===== config.mk =====
export PLATFORM = sky130hd
export DESIGN_NAME = mole_anim_sequencer
export DESIGN_NICKNAME = d
export VERILOG_FILES = /design/src/rtl/mole_pkg.sv /design/src/rtl/mole_anim_sequencer_fifo.sv /design/src/rtl/mole_anim_sequencer.sv
export SDC_FILE = /design/constraint.sdc
export NUM_CORES = 1
export LEC_CHECK = 0
export ABC_CLOCK_PERIOD_IN_PS = 7900
export CAP_MARGIN = 20
export CORE_MARGIN = 3
export CORE_UTILIZATION = 50
export CTS_BUF_LIST = sky130_fd_sc_hd__clkbuf_8
export DETAILED_ROUTE_END_ITERATION = 16
export MAX_ROUTING_LAYER = met4
export PLACE_DENSITY = 0.72
export SLEW_MARGIN = 10
export SYNTH_ARGS = -nofsm -noshare
export SYNTH_HDL_FRONTEND = slang
export SYNTH_SLANG_ARGS = --single-unit

===== constraint.sdc =====
create_clock -name vclock -period 7.9 [get_ports vclock]
set_input_delay 0.79 -clock vclock [delete_from_list [all_inputs] [get_ports vclock]]
set_output_delay 0.79 -clock vclock [all_outputs]
set_load 0.01 [all_outputs]

===== src/rtl/mole_pkg.sv =====
// Shared definitions for the mole animation sequencer: state encoding,
// sprite-select codes and the fixed hole position table.
package mole_pkg;

   typedef enum logic [2:0] {
      IDLE       = 3'd0,
      ASCEND     = 3'd1,
      UP         = 3'd2,
      DESC_DEAD  = 3'd3,
      DESC_HAPPY = 3'd4
   } mole_state_t;

   localparam logic [1:0] SEL_NONE   = 2'd0;
   localparam logic [1:0] SEL_NORMAL = 2'd1;
   localparam logic [1:0] SEL_HAPPY  = 2'd2;
   localparam logic [1:0] SEL_DEAD   = 2'd3;

   // Hole table, indexed by hole number 0..7 (element 7 is leftmost).
   localparam logic [7:0][10:0] HOLE_X = {
      11'd747, 11'd406, 11'd65,  11'd747,
      11'd65,  11'd747, 11'd406, 11'd65
   };
   localparam logic [7:0][9:0] HOLE_YBASE = {
      10'd512, 10'd512, 10'd512, 10'd256,
      10'd256, 10'd0,   10'd0,   10'd0
   };

endpackage


===== src/rtl/mole_anim_sequencer_fifo.sv =====
// Request queue for mole spawns: synchronous FIFO of 3-bit hole indices.
// Full flag is registered alongside the count so req_ready is glitch-free.
module mole_req_fifo #(
   parameter int DEPTH = 4
) (
   input  logic                         vclock,
   input  logic                         i_reset,
   input  logic                         i_push,
   input  logic [2:0]                   i_push_data,
   input  logic                         i_pop,
   output logic [2:0]                   o_pop_data,
   output logic                         o_full,
   output logic                         o_empty,
   output logic [$clog2(DEPTH+1)-1:0]   o_count
);

   localparam int AW = (DEPTH > 1) ? $clog2(DEPTH) : 1;
   localparam int CW = $clog2(DEPTH + 1);

   logic [2:0]    r_mem [DEPTH];
   logic [AW-1:0] r_wr_ptr;
   logic [AW-1:0] r_rd_ptr;
   logic [CW-1:0] r_count;
   logic          r_full;

   logic          w_push;
   logic          w_pop;
   logic [CW-1:0] w_count_nxt;

   assign w_push = i_push & ~r_full;
   assign w_pop  = i_pop & (r_count != '0);

   // Occupancy after this cycle's push/pop; simultaneous push and pop cancel.
   always_comb begin
      w_count_nxt = r_count;
      if (w_push & ~w_pop) begin
         w_count_nxt = r_count + CW'(1);
      end else if (w_pop & ~w_push) begin
         w_count_nxt = r_count - CW'(1);
      end
   end

   // Pointers, count and registered full flag.
   always_ff @(posedge vclock) begin
      if (i_reset) begin
         r_wr_ptr <= '0;
         r_rd_ptr <= '0;
         r_count  <= '0;
         r_full   <= 1'b0;
      end else begin
         if (w_push) r_wr_ptr <= r_wr_ptr + AW'(1);
         if (w_pop)  r_rd_ptr <= r_rd_ptr + AW'(1);
         r_count <= w_count_nxt;
         r_full  <= (w_count_nxt == CW'(DEPTH));
      end
   end

   // Entry storage; contents need no reset since the pointers gate them.
   always_ff @(posedge vclock) begin
      if (w_push) r_mem[r_wr_ptr] <= i_push_data;
   end

   assign o_pop_data = r_mem[r_rd_ptr];
   assign o_full     = r_full;
   assign o_empty    = (r_count == '0);
   assign o_count    = r_count;

endmodule


===== src/rtl/mole_anim_sequencer.sv =====
// Mole life-cycle sequencer: pops queued spawn requests, animates the
// sprite up, holds it, then animates it back down as dead or happy,
// reporting hit/miss to the game FSM as single-cycle pulses.
// Build option: MOLE_STOMP_IN_ASCENT_EN lets a matching stomp whack a
// mole that is still rising.
//
// state      | meaning
// IDLE       | no mole shown; pop next request if queued
// ASCEND     | sprite rising one line per step tick
// UP         | fully raised; waiting for stomp or hold expiry
// DESC_DEAD  | whacked; sprite sinking with dead face
// DESC_HAPPY | missed; sprite sinking with happy face
module mole_anim_sequencer
   import mole_pkg::*;
#(
   parameter int STEP_DIV   = 33750,
   parameter int SPRITE_H   = 256,
   parameter int UP_TICKS   = 1024,
   parameter int FIFO_DEPTH = 4
) (
   input  logic        vclock,
   input  logic        reset,
   input  logic        req_valid,
   input  logic [2:0]  req_loc,
   output logic        req_ready,
   input  logic        stomp,
   input  logic [2:0]  stomp_loc,
   output logic [10:0] mole_x,
   output logic [9:0]  mole_ybase,
   output logic [9:0]  mole_ytop,
   output logic [1:0]  sprite_sel,
   output logic        hit_pulse,
   output logic        miss_pulse,
   output logic        busy
);

   localparam int SW = (STEP_DIV > 1) ? $clog2(STEP_DIV) : 1;
   localparam int HW = (UP_TICKS > 1) ? $clog2(UP_TICKS) : 1;
   localparam int CW = $clog2(FIFO_DEPTH + 1);

   localparam logic [SW-1:0] STEP_LAST = SW'(STEP_DIV - 1);
   localparam logic [HW-1:0] HOLD_LAST = HW'(UP_TICKS - 1);
   localparam logic [8:0]    OFF_MAX   = 9'(SPRITE_H - 1);

   mole_state_t   r_state;
   mole_state_t   w_state_nxt;
   logic [SW-1:0] r_step_cnt;
   logic [8:0]    r_offset;
   logic [8:0]    w_offset_nxt;
   logic [HW-1:0] r_hold;
   logic [HW-1:0] w_hold_nxt;
   logic [2:0]    r_loc;
   logic [2:0]    w_loc_nxt;
   logic [10:0]   r_x;
   logic [10:0]   w_x_nxt;
   logic [9:0]    r_ybase;
   logic [9:0]    w_ybase_nxt;
   logic          r_hit;
   logic          w_hit_nxt;
   logic          r_miss;
   logic          w_miss_nxt;
   logic [1:0]    w_sel;

   logic          w_tick;
   logic          w_stomp_match;
   logic          w_fifo_push;
   logic          w_fifo_pop;
   logic [2:0]    w_fifo_data;
   logic          w_fifo_full;
   logic          w_fifo_empty;
   logic [CW-1:0] w_fifo_count;

   assign w_tick        = (r_step_cnt == STEP_LAST);
   assign w_stomp_match = stomp & (stomp_loc == r_loc);
   assign w_fifo_push   = req_valid & req_ready;

   mole_req_fifo #(
      .DEPTH (FIFO_DEPTH)
   ) u_fifo (
      .vclock      (vclock),
      .i_reset     (reset),
      .i_push      (w_fifo_push),
      .i_push_data (req_loc),
      .i_pop       (w_fifo_pop),
      .o_pop_data  (w_fifo_data),
      .o_full      (w_fifo_full),
      .o_empty     (w_fifo_empty),
      .o_count     (w_fifo_count)
   );

   // Free-running animation step divider.
   always_ff @(posedge vclock) begin
      if (reset) begin
         r_step_cnt <= '0;
      end else if (w_tick) begin
         r_step_cnt <= '0;
      end else begin
         r_step_cnt <= r_step_cnt + SW'(1);
      end
   end

   // Next-state, animation arithmetic and pulse generation.
   always_comb begin
      w_state_nxt  = r_state;
      w_offset_nxt = r_offset;
      w_hold_nxt   = r_hold;
      w_loc_nxt    = r_loc;
      w_x_nxt      = r_x;
      w_ybase_nxt  = r_ybase;
      w_hit_nxt    = 1'b0;
      w_miss_nxt   = 1'b0;
      w_fifo_pop   = 1'b0;
      w_sel        = SEL_NONE;
      case (r_state)
         IDLE: begin
            if (!w_fifo_empty) begin
               w_fifo_pop   = 1'b1;
               w_loc_nxt    = w_fifo_data;
               w_x_nxt      = HOLE_X[w_fifo_data];
               w_ybase_nxt  = HOLE_YBASE[w_fifo_data];
               w_offset_nxt = OFF_MAX;
               w_state_nxt  = ASCEND;
            end
         end
         ASCEND: begin
            w_sel = SEL_NORMAL;
`ifdef MOLE_STOMP_IN_ASCENT_EN
            if (w_stomp_match) begin
               w_hit_nxt   = 1'b1;
               w_state_nxt = DESC_DEAD;
            end else
`endif
            if (w_tick) begin
               w_offset_nxt = r_offset - 9'd1;
               if (w_offset_nxt == 9'd0) begin
                  w_state_nxt = UP;
                  w_hold_nxt  = '0;
               end
            end
         end
         UP: begin
            w_sel = SEL_NORMAL;
            // Stomp takes priority over an expiry tick in the same cycle.
            if (w_stomp_match) begin
               w_hit_nxt   = 1'b1;
               w_state_nxt = DESC_DEAD;
            end else if (w_tick) begin
               if (r_hold == HOLD_LAST) begin
                  w_miss_nxt  = 1'b1;
                  w_state_nxt = DESC_HAPPY;
               end else begin
                  w_hold_nxt = r_hold + HW'(1);
               end
            end
         end
         DESC_DEAD, DESC_HAPPY: begin
            w_sel = (r_state == DESC_DEAD) ? SEL_DEAD : SEL_HAPPY;
            // Saturate at the bottom; an ascent whack at full depth
            // simply finishes on the next tick.
            if (w_tick) begin
               if (r_offset >= OFF_MAX - 9'd1) begin
                  w_offset_nxt = OFF_MAX;
                  w_state_nxt  = IDLE;
               end else begin
                  w_offset_nxt = r_offset + 9'd1;
               end
            end
         end
         default: begin
            w_state_nxt = IDLE;
         end
      endcase
   end

   // State and datapath registers.
   always_ff @(posedge vclock) begin
      if (reset) begin
         r_state  <= IDLE;
         r_offset <= OFF_MAX;
         r_hold   <= '0;
         r_loc    <= 3'd0;
         r_x      <= HOLE_X[0];
         r_ybase  <= HOLE_YBASE[0];
         r_hit    <= 1'b0;
         r_miss   <= 1'b0;
      end else begin
         r_state  <= w_state_nxt;
         r_offset <= w_offset_nxt;
         r_hold   <= w_hold_nxt;
         r_loc    <= w_loc_nxt;
         r_x      <= w_x_nxt;
         r_ybase  <= w_ybase_nxt;
         r_hit    <= w_hit_nxt;
         r_miss   <= w_miss_nxt;
      end
   end

   assign req_ready  = ~w_fifo_full;
   assign mole_x     = r_x;
   assign mole_ybase = r_ybase;
   assign mole_ytop  = r_ybase + {1'b0, r_offset};
   assign sprite_sel = w_sel;
   assign hit_pulse  = r_hit;
   assign miss_pulse = r_miss;
   assign busy       = (r_state != IDLE) | (w_fifo_count != '0);

endmodule


Word-level counts from Yosys, hierarchy flattened
Memories as Yosys holds them, arrays and structs flattened. A register that Yosys moved wholly into a read port is not among the register bits.
Cells that the tools add are included.
W data, S select, Z words.
{"block": "totals", "output_inout_bits": 37, "memories": 3, "wordCells": 103, "romBits": 168, "reg_bits": 51, "ramBits": 12, "latch_bits": 0, "in_bits": 10}
{"block": "classes", "shift": 0, "reduce_logical": 16, "order_cmp": 1, "div": 0, "bitwise_logic": 13, "mul": 0, "n_eq_ne": 18, "add_sub_neg": 9, "n_mux": 32}
{"memory": "(no name shown)", "depth": 8, "word_bits": 11, "rd": 1, "rd_ports_with_merged_regs": 1, "write_ports": 0, "line_no": "mole_anim_sequencer.sv:119", "text": "w_x_nxt = HOLE_X[w_fifo_data];"}
{"memory": "(no name shown)", "depth": 8, "word_bits": 10, "rd": 1, "rd_ports_with_merged_regs": 1, "write_ports": 0, "line_no": "mole_anim_sequencer.sv:120", "text": "w_ybase_nxt = HOLE_YBASE[w_fifo_data];"}
{"memory": "u_fifo.r_mem", "depth": 4, "word_bits": 3, "rd": 1, "rd_ports_with_merged_regs": 1, "write_ports": 1, "line_no": "mole_anim_sequencer_fifo.sv:20", "text": "logic [2:0] r_mem [DEPTH];"}
{"cell": "$mux W10", "count": 5}
{"cell": "$mux W9", "count": 4}
{"cell": "$mux W3", "count": 10}
{"cell": "$pmux W9 S3", "count": 1}
{"cell": "$pmux W10 S2", "count": 1}
{"cell": "$add A16 B1 Y16 const B", "count": 1}
{"cell": "$eq A16 B16 Y1 const B", "count": 1}
{"cell": "$ne A2 B2 Y1 const B", "count": 8}
{"cell": "$pmux W3 S4", "count": 1}
{"cell": "$add A10 B1 Y10 const B", "count": 1}
{"cell": "$add A10 B9 Y10", "count": 1}
{"cell": "$eq A10 B10 Y1 const B", "count": 1}
{"cell": "$add A9 B1 Y9 const B", "count": 1}
{"cell": "$ge A9 B8 Y1 const B", "count": 1}
{"cell": "$logic_not A9 Y1", "count": 1}
{"cell": "$reduce_bool A3 Y1", "count": 3}
{"cell": "$sub A9 B1 Y9 const B", "count": 1}
{"cell": "$reduce_or A2 Y1", "count": 4}
{"cell": "$mux W1", "count": 7}
{"cell": "$reduce_and A7 Y1", "count": 1}
{"cell": "$and A1 B1 Y1", "count": 6}
{"cell": "$eq A3 B2 Y1 const B", "count": 2}
{"cell": "$eq A3 B3 Y1 const B", "count": 2}
{"cell": "$logic_not A3 Y1", "count": 2}
{"cell": "15 further kinds", "count": 23}

Depth between registers and ports, before layout
{"block": "depth", "word_depth": 8, "ltp_mapped": 10, "mapped_depth_nobuf": 8}

Hierarchy
From an unflattened synthesis, not the netlist that was laid out.
{"block": "hier_totals", "cells_unflattened": 463, "area_unflattened_um2": 4131.5}
{"module": "mole_anim_sequencer", "instances": 1, "area_each_um2": 3111.7, "cells_each": 384, "seq_area_each_um2": 980.9}
{"module": "mole_req_fifo", "instances": 1, "area_each_um2": 1019.7, "cells_each": 79, "seq_area_each_um2": 560.5}

Least setup slack after synthesis
Ideal clock, no wire load.
{"block": "synth_timing", "kind": "reg-to-reg", "from": "register r_offset[0]", "to": "register r_hold[1]", "path_slack_ps": 5365, "period_less_slack_ps": 2535, "path_stages_with_launch": 11, "required_time_ps": 7829, "setup_ps": 71, "arrival_ps": 2464, "path_cell_list": "dfxtp_1 buf_2 inv_1 ha_1 buf_2 or4b_4 xnor2_1 o311ai_0 nand3_1 or3_1 a21oi_1"}
{"block": "synth_between", "elab_chain_len": 4}
{"element": "start: declaration", "line_no": "mole_anim_sequencer.sv:48", "text": "logic [8:0] r_offset;"}
{"element": "start signal: assignment", "line_no": "mole_anim_sequencer.sv:188", "text": "r_offset <= w_offset_nxt;"}
{"element": "$sub A9 B1 Y9", "line_no": "mole_anim_sequencer.sv:134", "text": "w_offset_nxt = r_offset - 9'd1;"}
{"element": "$logic_not A9 Y1", "line_no": "mole_anim_sequencer.sv:135", "text": "if (w_offset_nxt == 9'd0) begin"}
{"element": "$ne A2 B2 Y1 (no source line)"}
{"element": "$reduce_and A6 Y1 (no source line)"}
{"element": "end signal: assignment", "line_no": "mole_anim_sequencer.sv:189", "text": "r_hold <= w_hold_nxt;"}
{"element": "end: declaration", "line_no": "mole_anim_sequencer.sv:50", "text": "logic [HW-1:0] r_hold;"}
Every way passes these cells.
A chain may end at the register's enable or synchronous reset.

Final worst setup path
{"block": "layout_timing", "from": "register r_state[2]", "to": "output port sprite_sel[1]"}
{"block": "layout_between", "elab_chain_len": 3, "word_cells_on_any_way": 7}
{"element": "start: declaration", "line_no": "mole_anim_sequencer.sv:45", "text": "mole_state_t r_state;"}
{"element": "start signal: assignment", "line_no": "mole_anim_sequencer.sv:187", "text": "r_state <= w_state_nxt;"}
{"element": "$eq A3 B2 Y1 (tied with other cells)", "line_no": "mole_anim_sequencer.sv:114", "text": "case (r_state)"}
{"element": "$reduce_or A2 Y1, on equally long branches"}
{"element": "$pmux W2 S2 (*)", "line_no": "mole_anim_sequencer.sv:114"}
{"element": "end: declaration", "line_no": "mole_anim_sequencer.sv:31", "text": "output logic [1:0] sprite_sel,"}
Every way passes the cells marked *; elsewhere a longest branch is shown, timed or not.

==> key figures <==
Clock tree
  – Worst-Skew Late Latency: 0.35 ns
  – Post-cts hold buffer count: 0
  – CTS Root Cell: clkbuf_8
  – Htree depth: 3
  – Clock transition at the registers of the reported paths: 0.08 ns
  – Max Root-Sink Buffers: 2
  – Resized Gates After CTS: 0
  – CTS Sinks: 71
  – CTS tree: yes
  – Num CTS Buffers: 9
  – Setup bufs post-CTS: 0

Detailed routing
  – Vias per cell: 5.74
  – Antenna Violating Nets Remaining: 0
  – Total number of vias: 3,391
  – WL per Instance: ~14 um
  – DRC errors left: 0
  – Drt first pass iters: 5
  – WL final: around 8400 um
  – DR iter-0 viols: 173

Power
  – Max IR drop VDD: roughly 0.00017 V
  – Leakage: 1.70 nW
  – Power Total: 1.45 mW
  – Pwr dens: ~320 nW/um^2

Logic synthesis
  – Top post-synthesis cells by area: dfxtp_1, edfxtp_1, ha_1, nor2_1, buf_4
  – Count leader, synth: dfxtp_1
  – Post-synth top area share: 0.285
  – Post-synth EDFFs: 12
  – Most frequent cells after synthesis: dfxtp_1, nor2_1, nand2_1
  – Mapped Cells: 474
  – Synthesized area: between 4000 and 5000 um^2
  – Proportion of synthesized chip area in sequential cells: 0.372
  – Synth Register Bits: 71
  – Cell variety after synth: 71
  – Primary FF master, synth: dfxtp_1
  – Cell taking the most area after synthesis: dfxtp_1
  – Syn avg cell area: between 8 and 9 um^2
  – Post-synth ARST share: 0
  – Yosys warns: 0

Global routing
  – Pin count of the biggest net entering global routing: 46
  – Vias in the first global route: 3,252
  – Global route overflow: 0
  – Antenna violations before repair: 0
  – First-pass GRT wire length: 14,600 um
  – Overall Global Routing Usage: 0.189

STA
  – Max-slew violations: 0
  – Worst Tran Pin Value: ~0.7 ns
  – Setup TNS Final: 0 ns
  – RSZ-0062 raised after global routing: no
  – Relative slew slack: 0.546
  – Tmin final: 2.98 ns
  – Hold Vio Cnt, Final: 0
  – Final setup viols: 0
  – Setup WS post-layout: roughly 4.9 ns
  – Achievable clock frequency: 335 MHz
  – Period utilization: 0.378
  – Max Clock Skew: 0.00843 ns

Finish
  – Share of layout cells above drive strength 1: 0.0757
  – Final core occ: 0.580
  – Synth-to-Final Area Change: 10.4%
  – ANT cells: 0
  – Layout Nets: 515
  – Post-route cell area: approximately 4600 um^2

Floorplanning
  – Die Y: 97.0 um
  – IO Pins: 47
  – Die X: 97.0 um
  – Initial Util: 0.525
  – CORE AREA: 7890 um^2
  – Die area: 9410 um^2
  – Std-Cell Rows: 32

Critical path
  – FF-to-FF End: r_hold[6]$_SDFFE_PP0P_
  – Worst endpoint required time: 7.11 ns
  – Setup crit end: sprite_sel[1]
  – R2r startpoint: r_offset[0]$_SDFFE_PP1P_
  – Crit path launch: r_state[2]$_SDFFE_PP0P_
  – Worst Setup Start Kind: flop
  – Internal reg-to-reg setup slack: 4.94 ns
  – Setup Crit Path Kind: reg -> out
  – CP Capture Type: primary output
  – Register-to-Register Path Depth: 8
  – Critical path fanouts, max: 9
  – Data arrival, critical path: ~2.2 ns

Place
  – Post-place setup slack: about 5 ns
  – Final Wtd Congestion: roughly 0.96
  – DP Wirelength: 5960 um
  – IO buf count: 37
  – DP Area: 4400 um^2

Run status
  – Status: finished clean

Run
  – Max-cap viol count: 0

Worst hold path
  – Hold Path Class: reg -> reg
per-stage QoR:
stage / std cells / hold slack, ns
after global placement: 574 / 0.448
after global routing: 591 / 0.493
after detailed placement: 574 / 0.461
after floorplan: 482 / 0.433
after CTS: 590 / 0.477
final: 591 / 0.469
report_power, final:
| group | internal [mW] | switching (mW) | leakage (nW) | total (mW) |
|---|---|---|---|---|
| sequential | 0.434 | 0.0919 | 0.591 | 0.526 |
| combinational | 0.316 | 0.367 | 1.02 | 0.683 |
| clock | 0.111 | 0.134 | 0.0842 | 0.246 |
sequential cells by signal, indices dropped and copies added, names as in the netlist, 2 cells and up, named ones only:
signal and flops:
u_fifo.o_count 3, r_state 3, u_fifo.r_rd_ptr 2, u_fifo.r_mem 12, r_loc 3, mole_x 4
r_hold 10, mole_ybase 2, u_fifo.r_wr_ptr 2, r_offset 9, r_step_cnt 16
kinds of logic (layout without fill, tap and decap cells):
kind of cell | after synthesis | in the layout | synth area share
flip-flops | 71 | 71 | 0.372
XOR/XNOR | 21 | 21 | 0.0444
AND/OR/NAND/NOR | 181 | 181 | 0.239
buffers and inverters | 65 | 72 | 0.0837
multiplexers | 8 | 8 | 0.0284
AO/OA/AOI/OAI | 106 | 106 | 0.168
other | 1 | 9 | 0.000905
adder cells (fa/ha/maj) | 21 | 21 | 0.0634
worst min-delay path by stage:
stage                     cells after the start  slack, ns                       end                     start
after global placement                        1       0.45  r_step_cnt[0]$_SDFF_PP0_  r_step_cnt[0]$_SDFF_PP0_
final                                         1       0.47  r_step_cnt[0]$_SDFF_PP0_  r_step_cnt[0]$_SDFF_PP0_
after detailed placement                      1       0.46  r_step_cnt[0]$_SDFF_PP0_  r_step_cnt[0]$_SDFF_PP0_
after floorplan                               1       0.43  r_step_cnt[0]$_SDFF_PP0_  r_step_cnt[0]$_SDFF_PP0_
after CTS                                     1       0.48  r_step_cnt[0]$_SDFF_PP0_  r_step_cnt[0]$_SDFF_PP0_
after global routing                          2       0.49     r_loc[2]$_SDFFE_PP0P_     r_loc[2]$_SDFFE_PP0P_
routing by layer:
layer  global-route usage  up-vias  wire (um)
met4               0.0832        0        189
met5                    -        -          0
li1                     -     1677          -
met2                0.312       92       4100
met3               0.0382       21        365
met1                0.223     1601       3750
layout by cell type (no fill, tap or decap), types with 4 or more instances in the layout:
cell | netlist | routed
dfxtp_1 | 59 | 59
nor2_1 | 56 | 56
nand2_1 | 38 | 38
clkdlybuf4s50_1 | 0 | 37
a21oi_1 | 29 | 29
o21ai_0 | 25 | 25
ha_1 | 21 | 21
inv_1 | 16 | 17
nand3_1 | 16 | 16
nor3_1 | 12 | 12
edfxtp_1 | 12 | 12
xnor2_1 | 11 | 11
xor2_1 | 10 | 10
a211oi_1 | 9 | 9
conb_1 | 1 | 9
clkbuf_8 | 0 | 9
and3_1 | 7 | 7
nand2b_1 | 7 | 7
and2_1 | 6 | 6
nand4_1 | 6 | 6
or3_1 | 6 | 6
a311oi_1 | 6 | 6
mux2i_1 | 5 | 5
nor2b_1 | 4 | 4
o21bai_1 | 4 | 4
a31oi_1 | 4 | 4
area by class of cell:
type	count	area, um^2
clock buffer	9	124
clock inverter	7	41.3
tap	102	128
timing repair buffer	40	393
sequential	71	1540
fill	740	3320
multi-input combinational	346	2280
inverter	16	60.1
worst max-delay path: stages, from the launching register on:
cell,delay (ns)
dfxtp_1,0.43
and2b_4,0.24
a21oi_2,0.38
inv_1,0.26
clkdlybuf4s50_1,0.53
Note: power is estimated with default switching activity, not from simulation.
